===== config.mk =====
export PLATFORM = sky130hd
export DESIGN_NAME = regfile_write_arbiter
export DESIGN_NICKNAME = d
export VERILOG_FILES = /design/src/rtl/regfile_write_arbiter.sv
export SDC_FILE = /design/constraint.sdc
export NUM_CORES = 1
export LEC_CHECK = 0
export ABC_AREA = 0
export CORE_MARGIN = 2
export CORE_UTILIZATION = 36
export CTS_CLUSTER_DIAMETER = 150
export DETAILED_ROUTE_END_ITERATION = 8
export PLACE_DENSITY = 0.82
export SYNTH_ARGS = -nofsm -noshare
export SYNTH_HDL_FRONTEND = slang
export SYNTH_SLANG_ARGS = --single-unit
export TNS_END_PERCENT = 10

===== constraint.sdc =====
create_clock -name clock -period 2.45 [get_ports clock]
set_clock_uncertainty 0.1 [all_clocks]
set_input_delay 0.49 -clock clock [delete_from_list [all_inputs] [get_ports clock]]
set_output_delay 0.49 -clock clock [all_outputs]
set_load 0.02 [all_outputs]

===== src/rtl/regfile_write_arbiter.sv =====
// Register-file write port arbiter: round-robin between two requesters,
// plus a clear engine that sweeps zeros into every register.
module regfile_write_arbiter #(
    parameter int DATA_W = 32,
    parameter int ADDR_W = 5,
    parameter int NREGS  = 32
) (
    input  logic              clock,
    input  logic              reset,
    input  logic              clr_start,
    output logic              clr_busy,
    output logic              clr_done,
    input  logic              a_req,
    input  logic [ADDR_W-1:0] a_addr,
    input  logic [DATA_W-1:0] a_data,
    output logic              a_gnt,
    input  logic              b_req,
    input  logic [ADDR_W-1:0] b_addr,
    input  logic [DATA_W-1:0] b_data,
    output logic              b_gnt,
    output logic              wr_en,
    output logic [ADDR_W-1:0] wr_addr,
    output logic [DATA_W-1:0] wr_data
);

    localparam logic [ADDR_W-1:0] LAST_ADDR = ADDR_W'(NREGS - 1);

    typedef enum logic {
        IDLE  = 1'b0,
        CLEAR = 1'b1
    } state_t;

    state_t state;
    logic   last_gnt_b;

    // Grants depend only on registered state and current inputs.
    always_comb begin
        a_gnt = 1'b0;
        b_gnt = 1'b0;
        if (!reset && state == IDLE && !clr_start) begin
            if (a_req && (!b_req || last_gnt_b))
                a_gnt = 1'b1;
            else if (b_req)
                b_gnt = 1'b1;
        end
    end

    always_ff @(posedge clock) begin
        if (reset) begin
            state      <= IDLE;
            last_gnt_b <= 1'b1;
            wr_en      <= 1'b0;
            wr_addr    <= '0;
            wr_data    <= '0;
            clr_busy   <= 1'b0;
            clr_done   <= 1'b0;
        end else begin
            clr_done <= 1'b0;
            case (state)
                IDLE: begin
                    if (clr_start) begin
                        state    <= CLEAR;
                        wr_en    <= 1'b1;
                        wr_addr  <= '0;
                        wr_data  <= '0;
                        clr_busy <= 1'b1;
                    end else if (a_gnt) begin
                        wr_en      <= 1'b1;
                        wr_addr    <= a_addr;
                        wr_data    <= a_data;
                        last_gnt_b <= 1'b0;
                    end else if (b_gnt) begin
                        wr_en      <= 1'b1;
                        wr_addr    <= b_addr;
                        wr_data    <= b_data;
                        last_gnt_b <= 1'b1;
                    end else begin
                        wr_en <= 1'b0;
                    end
                end
                CLEAR: begin
                    // wr_addr doubles as the sweep counter; it stops at the last register.
                    if (wr_addr == LAST_ADDR) begin
                        state    <= IDLE;
                        wr_en    <= 1'b0;
                        clr_busy <= 1'b0;
                        clr_done <= 1'b1;
                    end else begin
                        wr_en   <= 1'b1;
                        wr_addr <= wr_addr + 1'b1;
                        wr_data <= '0;
                    end
                end
                default: begin
                    state <= IDLE;
                    wr_en <= 1'b0;
                end
            endcase
        end
    end

endmodule


==> flow_summary.json <==
{
  "synth_xor_area_share_pct": 0,
  "track_usage_pct": 19.7,
  "synth_seq_cells": 42,
  "first_iter_violations": 128,
  "vias": 2065,
  "synth_nets": 287,
  "antennaDiodeCount": 0,
  "final_layout_size_suffix_gt1_share_pct": 9.37,
  "ys_seq_area_share_pct": 44.2,
  "start_util_pct": 37.3,
  "clkTransAtPathRegs_ns": 0.08,
  "finalWirelength_um": 5870,
  "post-cts-setup-buffers": 0,
  "postLayoutCellArea_sq_um": 3310,
  "whs_ns": 0.364,
  "power.total_mw": 1.67,
  "netlist_area_sq_um": 1900,
  "hold_class": "reg -> reg",
  "finalSetupViolCount": 0,
  "viasPerCell": 5.15,
  "fin_util_pct": 64.8,
  "synthCells": 206,
  "ys_types": 33,
  "final_nets": 411,
  "firstDrtPassIters": 4,
  "cts_buffers": 5,
  "path_buf_inv": 2,
  "critPathTopFamily": "buffers and inverters",
  "die_h_um": 76.7,
  "worstPathArrival_ns": 1.80,
  "r2r_slack_ns": 0.22,
  "synth.area.mux_share_pct": 5.79,
  "antenna_left": 0,
  "relSlewSlack_pct": 46.4,
  "end_kind": "output pin",
  "hold_viol": 0,
  "layout_commonest_cell": "clkdlybuf4s50_1",
  "critPathKind": "in -> out",
  "synth_compound_area_share_pct": 24.2,
  "antenna_found_initial": 0,
  "die_w_um": 76.7,
  "yosys.area.top_type": "dfxtp_1",
  "start_kind": "primary input",
  "clk_path_buf_depth": 2,
  "rsz0062_at_grt": "false",
  "die-area_sq_um": 5880,
  "rows": 26,
  "cp_slowest_cell": "clkdlybuf4s50_1",
  "cpPeakStageDelay_ns": 0.42,
  "final.min_clock_period_ns": 2.39,
  "place_hpwl_um": 4410,
  "outcome": "completed",
  "synthTopCellsByArea": "dfxtp_1 (44%), a221oi_1 (9.2%), mux2i_1 (5.8%)",
  "num_io_pins": 121,
  "cp.required_ns": 1.86,
  "fillers": 445,
  "synth_fa_ha_area_share_pct": 1.31,
  "portBuffers": 120,
  "yosysTopAreaCellShare_pct": 44.2,
  "cap_violations": 0,
  "synth_top_family_by_area": "compound AO/OA/AOI/OAI gates",
  "synth-simple-area-share_pct": 18.5,
  "grt_pass1_wl_um": 9560,
  "grt-ovfl-total": 0,
  "placed_area_sq_um": 3220,
  "ys.warnings.count": 0,
  "period_share_pct": 97.4,
  "grt_pass1_vias": 2063,
  "p_per_area_nw_per_um2": 503,
  "grt_max_degree": 33,
  "critPathMaxFanout": 3,
  "clock_tree.htree_level_count": 2,
  "worstMarginPinSlew_ns": 0.800,
  "max_freq_mhz": 419,
  "slew_violations": 0,
  "syn_to_final_growth_pct": 74.0,
  "clk_latency_ns": 0.29,
  "leakagePower_nw": 1.23,
  "wl_per_cell_um": 14.6,
  "final_cell_mix": "clkdlybuf4s50_1 (118), dfxtp_1 (42), nor2_1 (27)",
  "path_cells": "clkdlybuf4s50_1 -> or2_0 -> nor3_4 -> clkdlybuf4s15_1",
  "drc": 0,
  "cts_tree": "done",
  "numClockSinks": 42,
  "cts-resized-gates": 2,
  "irDropWorstVdd_v": 0.000250,
  "syn_avg_cell_area_sq_um": 9.24,
  "place_congestion": 0.794,
  "cts_root_buf": "clkbuf_8",
  "cts-hold-fix-buffers": 0,
  "core_area_sq_um": 5110
}
flip-flops by register name, indices dropped and copies added (netlist names):
name        flops
clr_busy        1
clr_done        1
last_gnt_b      1
state           1
wr_addr         5
wr_data        32
wr_en           1
layer usage:
metal  share of wire [%]  global-route usage (%)  routed length (um)  vias to the layer above
li1                    -                       -                   -                     1025
met1                  43                    23.1                2510                      946
met2                  48                    33.9                2810                       87
met3                 8.4                    7.41                 492                        7
met4                0.99                    4.91                  58                        0
met5                   0                       0                   0                        -
cell families after synthesis:
| group | after synthesis |
|---|---|
| fa+ha+maj | 2 |
| simple gates | 75 |
| flops | 42 |
| compound gates | 56 |
| buf+inv | 20 |
| mux | 11 |
worst register-to-register path: stages, from the launching register on:
cell,delay (ns)
dfxtp_1,0.42
ha_1,0.21
and3_1,0.18
ha_1,0.14
nand2_1,0.12
o21a_1,0.17
nor2_1,0.61
o2bb2ai_1,0.20
area by class of cell:
type	instances	area [sq um]	area share (%)
Multi-Input combinational cell	144	963	29.1
Sequential cell	42	841	25.4
Inverter	2	7.51	0.227
Clock buffer	7	86.3	2.61
Tap cell	70	87.6	2.64
Timing Repair Buffer	135	1320	39.9
Clock inverter	1	5.00	0.151
cells in the mapped netlist (all sizes together):
library cell,number
a221o,1
dfxtp,42
o21ba,1
ha,2
or3,1
nand4,2
nand3,5
nor2b,2
clkbuf,8
a311oi,1
or2,1
o221a,3
o21ai,7
a22oi,1
mux2i,11
a221oi,20
o21a,1
and3,3
nor3,21
a32o,2
o2bb2ai,11
buf,10
nand2b,2
nand2,11
o211ai,4
nor2,27
inv,2
a21oi,4
per-stage QoR:
| stage | cells | setup WS, ns | setup TNS [ns] |
|---|---|---|---|
| after global routing | 401 | 0.00905 | 0 |
| after global placement | 393 | -0.259 | -5.33 |
| final | 401 | 0.0631 | 0 |
| after detailed placement | 393 | -0.273 | -6.25 |
| after CTS | 401 | 0.00765 | 0 |
| after floorplan | 206 | 0.465 | 0 |
worst paths after layout:
| path | start | end | depth (start not counted) |
|---|---|---|---|
| worst max-delay path | clr_start | a_gnt | 4 |
| worst min-delay path | wr_data[2] | wr_data[2] | 1 |
| worst max register to register | wr_addr[0] | wr_data[28] | 7 |
| worst min register to register | wr_data[2] | wr_data[2] | 1 |
report_power, final:
part / switching, mW / internal (mW) / leakage [nW] / total, mW
sequential: 0.0277 / 0.726 / 0.345 / 0.754
clock: 0.235 / 0.228 / 0.0482 / 0.462
combinational: 0.193 / 0.257 / 0.839 / 0.450
(Power assumes the default switching activity.)
